<file path="src/rtl/pll_mon_pkg.sv">
// Shared state encoding and default parameter values for the PLL reset controller.
package pll_mon_pkg;

    typedef enum logic [1:0] {
        HOLD  = 2'd0,
        WAIT  = 2'd1,
        RUN   = 2'd2,
        FAULT = 2'd3
    } state_t;

    localparam int DEF_STABLE_CYCLES  = 1024;
    localparam int DEF_FAULT_HOLD     = 16;
    localparam int DEF_WINDOW         = 256;
    localparam int DEF_EXPECTED_EDGES = 32;
    localparam int DEF_TOLERANCE      = 2;
    localparam int DEF_LOSS_CNT_W     = 8;

    function automatic int cnt_width(input int n);
        return (n > 1) ? $clog2(n) : 1;
    endfunction

endpackage

</file>
<file path="src/rtl/sync_ff.sv">
// Multi-flop bit synchronizer for bringing an asynchronous level into the clock domain.
module sync_ff #(
    parameter int DEPTH = 2
) (
    input  logic clock,
    input  logic reset_n,
    input  logic d,
    output logic q
);

    logic [DEPTH-1:0] stages;

    always_ff @(posedge clock or negedge reset_n) begin
        if (!reset_n) begin
            stages <= '0;
        end else begin
            stages <= {stages[DEPTH-2:0], d};
        end
    end

    assign q = stages[DEPTH-1];

endmodule

</file>
<file path="src/rtl/pll_reset_controller.sv">
// Qualifies PLL lock and reference frequency, then releases a registered system reset;
// supervises lock loss / ratio errors and counts lock-loss events.
module pll_reset_controller
    import pll_mon_pkg::*;
#(
    parameter int STABLE_CYCLES  = DEF_STABLE_CYCLES,
    parameter int FAULT_HOLD     = DEF_FAULT_HOLD,
    parameter int WINDOW         = DEF_WINDOW,
    parameter int EXPECTED_EDGES = DEF_EXPECTED_EDGES,
    parameter int TOLERANCE      = DEF_TOLERANCE,
    parameter int LOSS_CNT_W     = DEF_LOSS_CNT_W
) (
    input  logic                  clock,
    input  logic                  reset_n,
    input  logic                  locked_async,
    input  logic                  ref_toggle,
    input  logic                  clear_count,
    output logic                  sys_reset_n,
    output logic                  pll_ok,
    output logic                  freq_fault,
    output logic [LOSS_CNT_W-1:0] loss_count
);

    localparam int SW = cnt_width(STABLE_CYCLES);
    localparam int HW = cnt_width(FAULT_HOLD);
    localparam int WW = cnt_width(WINDOW);
    localparam int EW = $clog2(2 * EXPECTED_EDGES) + 1;

    localparam logic [SW-1:0] STABLE_LAST = SW'(STABLE_CYCLES - 1);
    localparam logic [HW-1:0] HOLD_LAST   = HW'(FAULT_HOLD - 1);
    localparam logic [WW-1:0] WIN_LAST    = WW'(WINDOW - 1);

    state_t          state, next_state;
    logic [SW-1:0]   stable_cnt, stable_next;
    logic [HW-1:0]   hold_cnt, hold_next;
    logic [WW-1:0]   win_cnt;
    logic [EW-1:0]   edge_cnt;
    logic            locked_s;
    logic            ref_s2, ref_s3, ref_edge;
    logic            wrap, out_of_tol, win_fault, loss_inc;
    int              edge_dev;

    sync_ff #(.DEPTH(2)) u_lock_sync (
        .clock   (clock),
        .reset_n (reset_n),
        .d       (locked_async),
        .q       (locked_s)
    );

    sync_ff #(.DEPTH(2)) u_ref_sync (
        .clock   (clock),
        .reset_n (reset_n),
        .d       (ref_toggle),
        .q       (ref_s2)
    );

    always_ff @(posedge clock or negedge reset_n) begin
        if (!reset_n) begin
            ref_s3 <= 1'b0;
        end else begin
            ref_s3 <= ref_s2;
        end
    end

    assign ref_edge = ref_s2 ^ ref_s3;

    // Frequency checker: free-running window, verdict taken on the wrap cycle.
    assign wrap = (win_cnt == WIN_LAST);

    always_comb begin
        edge_dev   = int'(edge_cnt) - EXPECTED_EDGES;
        out_of_tol = (edge_dev > TOLERANCE) || (edge_dev < -TOLERANCE);
    end

    assign win_fault = wrap && out_of_tol;

    always_ff @(posedge clock or negedge reset_n) begin
        if (!reset_n) begin
            win_cnt    <= '0;
            edge_cnt   <= '0;
            freq_fault <= 1'b0;
        end else begin
            if (wrap) begin
                win_cnt    <= '0;
                freq_fault <= out_of_tol;
                // an edge landing in the wrap cycle belongs to the next window
                edge_cnt   <= ref_edge ? EW'(1) : '0;
            end else begin
                win_cnt <= win_cnt + 1'b1;
                if (ref_edge && (edge_cnt != '1)) begin
                    edge_cnt <= edge_cnt + 1'b1;
                end
            end
        end
    end

    always_comb begin
        next_state  = state;
        stable_next = stable_cnt;
        hold_next   = '0;
        loss_inc    = 1'b0;
        case (state)
            HOLD: begin
                stable_next = '0;
                next_state  = WAIT;
            end
            WAIT: begin
                if (!locked_s || win_fault) begin
                    stable_next = '0;
                end else if (stable_cnt == STABLE_LAST) begin
                    stable_next = '0;
                    next_state  = RUN;
                end else begin
                    stable_next = stable_cnt + 1'b1;
                end
            end
            RUN: begin
                stable_next = '0;
                if (!locked_s) begin
                    next_state = FAULT;
                    loss_inc   = 1'b1;
                end else if (win_fault) begin
                    next_state = FAULT;
                end
            end
            FAULT: begin
                stable_next = '0;
                if (hold_cnt == HOLD_LAST) begin
                    next_state = WAIT;
                end else begin
                    hold_next = hold_cnt + 1'b1;
                end
            end
            default: begin
                next_state = HOLD;
            end
        endcase
    end

    always_ff @(posedge clock or negedge reset_n) begin
        if (!reset_n) begin
            state       <= HOLD;
            stable_cnt  <= '0;
            hold_cnt    <= '0;
            sys_reset_n <= 1'b0;
        end else begin
            state       <= next_state;
            stable_cnt  <= stable_next;
            hold_cnt    <= hold_next;
            // release lags RUN entry by one cycle; any exit drops it on the same edge
            sys_reset_n <= (state == RUN) && (next_state == RUN);
        end
    end

    assign pll_ok = (state == RUN);

    always_ff @(posedge clock or negedge reset_n) begin
        if (!reset_n) begin
            loss_count <= '0;
        end else if (clear_count) begin
            loss_count <= loss_inc ? LOSS_CNT_W'(1) : '0;
        end else if (loss_inc && (loss_count != '1)) begin
            loss_count <= loss_count + 1'b1;
        end
    end

endmodule
</file>
<file path="config.mk">
export PLATFORM = sky130hd
export DESIGN_NAME = pll_reset_controller
export DESIGN_NICKNAME = d
export VERILOG_FILES = /design/src/rtl/pll_mon_pkg.sv /design/src/rtl/sync_ff.sv /design/src/rtl/pll_reset_controller.sv
export SDC_FILE = /design/constraint.sdc
export NUM_CORES = 1
export LEC_CHECK = 0
export CORE_MARGIN = 2
export CORE_UTILIZATION = 45
export DETAILED_ROUTE_END_ITERATION = 10
export GPL_TIMING_DRIVEN = 0
export SLEW_MARGIN = 20
export SYNTH_ARGS = -nofsm -noshare
export SYNTH_HDL_FRONTEND = slang
export SYNTH_HIERARCHICAL = 1
export SYNTH_SLANG_ARGS = --single-unit
</file>
<file path="constraint.sdc">
create_clock -name clock -period 2.55 [get_ports clock]
set_input_delay 0.51 -clock clock [delete_from_list [all_inputs] [get_ports clock]]
set_output_delay 0.51 -clock clock [all_outputs]
set_load 0.02 [all_outputs]
</file>
==> results by group <==
Yosys
  – FFs w/ async S/R, synth: 1.00
  – Distinct cells, synth: 39
  – Primary flip-flop cell chosen by synthesis mapping: dfrtp_1
  – Average size of a mapped cell: 10.6 um^2
  – Number of enable flip-flop cells after synthesis: 0
  – Sequential cell area fraction in the yosys report: 0.516
  – #FFs+latches synth: 46
  – Post-Syn Area: 2230 um^2
  – Number of warnings issued by yosys: 6
  – Cell types with the largest area share after synthesis: dfrtp_1 52%, xor2_1 4.7%, ha_1 4.5%, nand3_1 4.3%, nor3_2 3.1%
  – Share of the synthesized area in the top cell type: 0.516
  – Post-Synthesis Net Count: 223
  – Post-synth top area cell: dfrtp_1
  – Cells after synthesis: 210

STA
  – RSZ-0062 raised after global routing: no
  – Max-slew violation count: 0
  – Setup Viol. Count Final: 0
  – Post-layout minimum cycle time: 2.27 ns
  – Actual slew at the worst max-slew pin: 0.796 ns
  – Timing-limited maximum frequency: 440 MHz
  – Min Hold Slack: 0.191 ns
  – Setup skew after layout: 0.0141 ns
  – Final hold vios: 0
  – Share of the clock period used by the worst path after layout: 0.890
  – Worst slew margin relative to its limit: 0.466

Critical path
  – Element type at the critical path end: flip-flop
  – Kind of launch point of the worst setup path: flip-flop
  – Critical path arrival: 2.49 ns
  – Critical Path RT: 2.77 ns
  – Largest fanout on the critical path: 10
  – Worst setup path class: flip-flop to flip-flop

Route
  – 1st-iter DRT viols: 65
  – First-pass iteration count of the detailed router: 4
  – Top metal layer carrying routed signals: met4
  – Wire length the detailed router placed on met1: 1950 um
  – Routed length on met3: 115 um
  – Detail-routed via count per cell: 5.32
  – Antenna Violating Nets Remaining: 0
  – Number of design rule violations left after detail routing: 0
  – Total Wirelength: 3980 um
  – Number of vias in the routed layout: 1595
  – Met2 WL post-DR: 1860 um
  – Post-DR wirelength/cell: 13.3 um

Power and ir drop
  – Sequential share of power: 0.567
  – Internal Power: 1.09 mW
  – Net switching component of the power: 410 uW
  – Peak supply drop: 0.000406 V
  – Share of power burned in the clock network: 0.303
  – Power, Total: 1.50 mW
  – Leakage dissipation: 1.13 nW
  – PwrDens: 584 nW/um^2
  – Sw frac: 0.274
  – Logic pwr share: 0.130

GRT
  – GRT Util Overall: 0.167
  – Initial antenna violation count: 0
  – Global-route wire length before repair: 7110 um
  – Maximum number of pins on one net before global-route repair: 26
  – Total overflow reported by the global router: 0
  – Via count of the first global-routing pass: 1604

Run status
  – Outcome: finished, final reports clean

Clock tree
  – Buffers inserted by post-CTS timing repair: 0
  – Clock insertion delay at the later pin of the skew report: 0.30 ns
  – Hold buffer count at CTS: 0
  – CTS tree: done
  – Root buffer cell: clkbuf_8
  – Clock transition time at the flip-flop clock pins of the worst setup and hold paths: 0.08 ns
  – CTS HTree Levels: 2
  – # clock sinks: 46
  – Number of buffers on the longest clock path: 2
  – Number of buffers added by the clock tree synthesis step: 5
  – Resize count post-CTS: 0

Die
  – Overall die height: 74.4 um
  – Boundary Pins: 16
  – Die extent in x: 74.4 um
  – Area of the die: 5530 um^2
  – Initial Util: 0.469
  – Core Box Area: 4750 um^2
  – # rows: 25

Final layout
  – Top library cells by usage in the layout, fill and taps aside: 46 x dfrtp_1, 19 x nand3_1, 18 x nor2_1, 13 x clkdlybuf4s50_1, 12 x xor2_1
  – Antenna diode instance count: 0
  – Most common library cell in the layout ignoring fill and taps: dfrtp_1
  – Proportion of layout cells with a drive suffix above 1: 0.0858
  – Layout overhead on the synthesized area: 15.2%
  – Final net count: 245

Placement
  – RePlAce Congestion: 0.779
  – Detailed placement HPWL: 2910 um
  – I/O Buffers: 14

Worst hold path
  – Class of the most critical hold timing path: input port to async pin

Job
  – Number of max-cap violations: 0
## cell type report
| class | instances | area [um^2] |
|---|---|---|
| plain buffers | 4 | 22.5 |
| clock buffers | 7 | 86.3 |
| fillers | 430 | 2190 |
| well taps | 67 | 83.8 |
| flip-flops and latches | 46 | 1150 |
| clock inverters | 1 | 5.00 |
| inverters | 11 | 41.3 |
| repair buffers | 15 | 163 |
| multi-input cells | 149 | 1010 |
## critical path: stages (launching register included)
cell,delay (ns)
dfrtp_1,0.42
inv_1,0.09
ha_1,0.27
or4b_1,0.42
or4_1,0.44
a31o_1,0.25
buf_6,0.15
nor3_2,0.14
## sequential cells by signal, summed over array words and instances (netlist names)
name / count
edge_cnt: 7
freq_fault: 1
hold_cnt: 4
loss_count: 8
ref_s3: 1
stable_cnt: 10
state: 2
sys_reset_n: 1
u_lock_sync/stages: 2
u_ref_sync/stages: 2
win_cnt: 8
## cell families after synthesis
| family | synth area share |
|---|---|
| flops | 0.516 |
| mux | 0.0180 |
| simple gates | 0.231 |
| xor+xnor | 0.0746 |
| buf+inv | 0.0286 |
| compound gates | 0.0870 |
| fa+ha+maj | 0.0449 |
## worst paths after layout
| path | end | start | slack (ns) | depth (start not counted) |
|---|---|---|---|---|
| setup / recovery | stable_cnt[7]$_DFF_PN0_ | edge_cnt[5]$_DFFE_PN0P_ | 0.28 | 7 |
| hold / removal | win_cnt[2]$_DFF_PN0_ | reset_n | 0.19 | 1 |
| setup reg to reg | stable_cnt[7]$_DFF_PN0_ | edge_cnt[5]$_DFFE_PN0P_ | 0.28 | 7 |
| hold reg to reg | u_lock_sync/stages[1]$_DFF_PN0_ | u_lock_sync/stages[0]$_DFF_PN0_ | 0.35 | 0 |
| max in group asynchronous | hold_cnt[2]$_DFF_PN0_ | reset_n | 1.85 | 2 |
| min in group clock | u_lock_sync/stages[1]$_DFF_PN0_ | u_lock_sync/stages[0]$_DFF_PN0_ | 0.35 | 0 |
## metrics by stage
stage	setup TNS, ns	std cells	util	worst slack [ns]	instance area (um^2)
6_report	0	300	0.540	0.280	2570
5_1_grt	0	300	0.540	0.130	2570
4_1_cts	0	300	0.540	0.264	2570
3_5_place_dp	0	292	0.521	0.289	2480
3_3_place_gp	-10.71	291	0.516	-0.234	2450
2_1_floorplan	0	210	-	0.437	2230
## routing by layer
metal,global-route usage,vias up
met1,0.218,778
met3,0.0407,4
met5,0,-
met2,0.277,21
li1,-,792
met4,0.0476,0
## power groups by stage
stage | clock network [mW] | registers (mW) | logic (mW)
finish | 0.454 | 0.850 | 0.195
global route | 0.503 | 0.863 | 0.225
CTS | 0.474 | 0.848 | 0.199
detailed placement | 0 | 0.862 | 0.198
global placement | 0 | 0.860 | 0.183
floorplan | 0 | 0.846 | 0.143
## cell usage after synthesis, drive strengths merged, types with 5 or more instances
master	count
dfrtp	46
nand3	19
nor2	18
xor2	12
inv	11
and3	10
nor3	10
nand2	9
a21oi	8
ha	8
xnor2	7
and2	6
o21ai	5
or3	5
(Power assumes the default switching activity.)
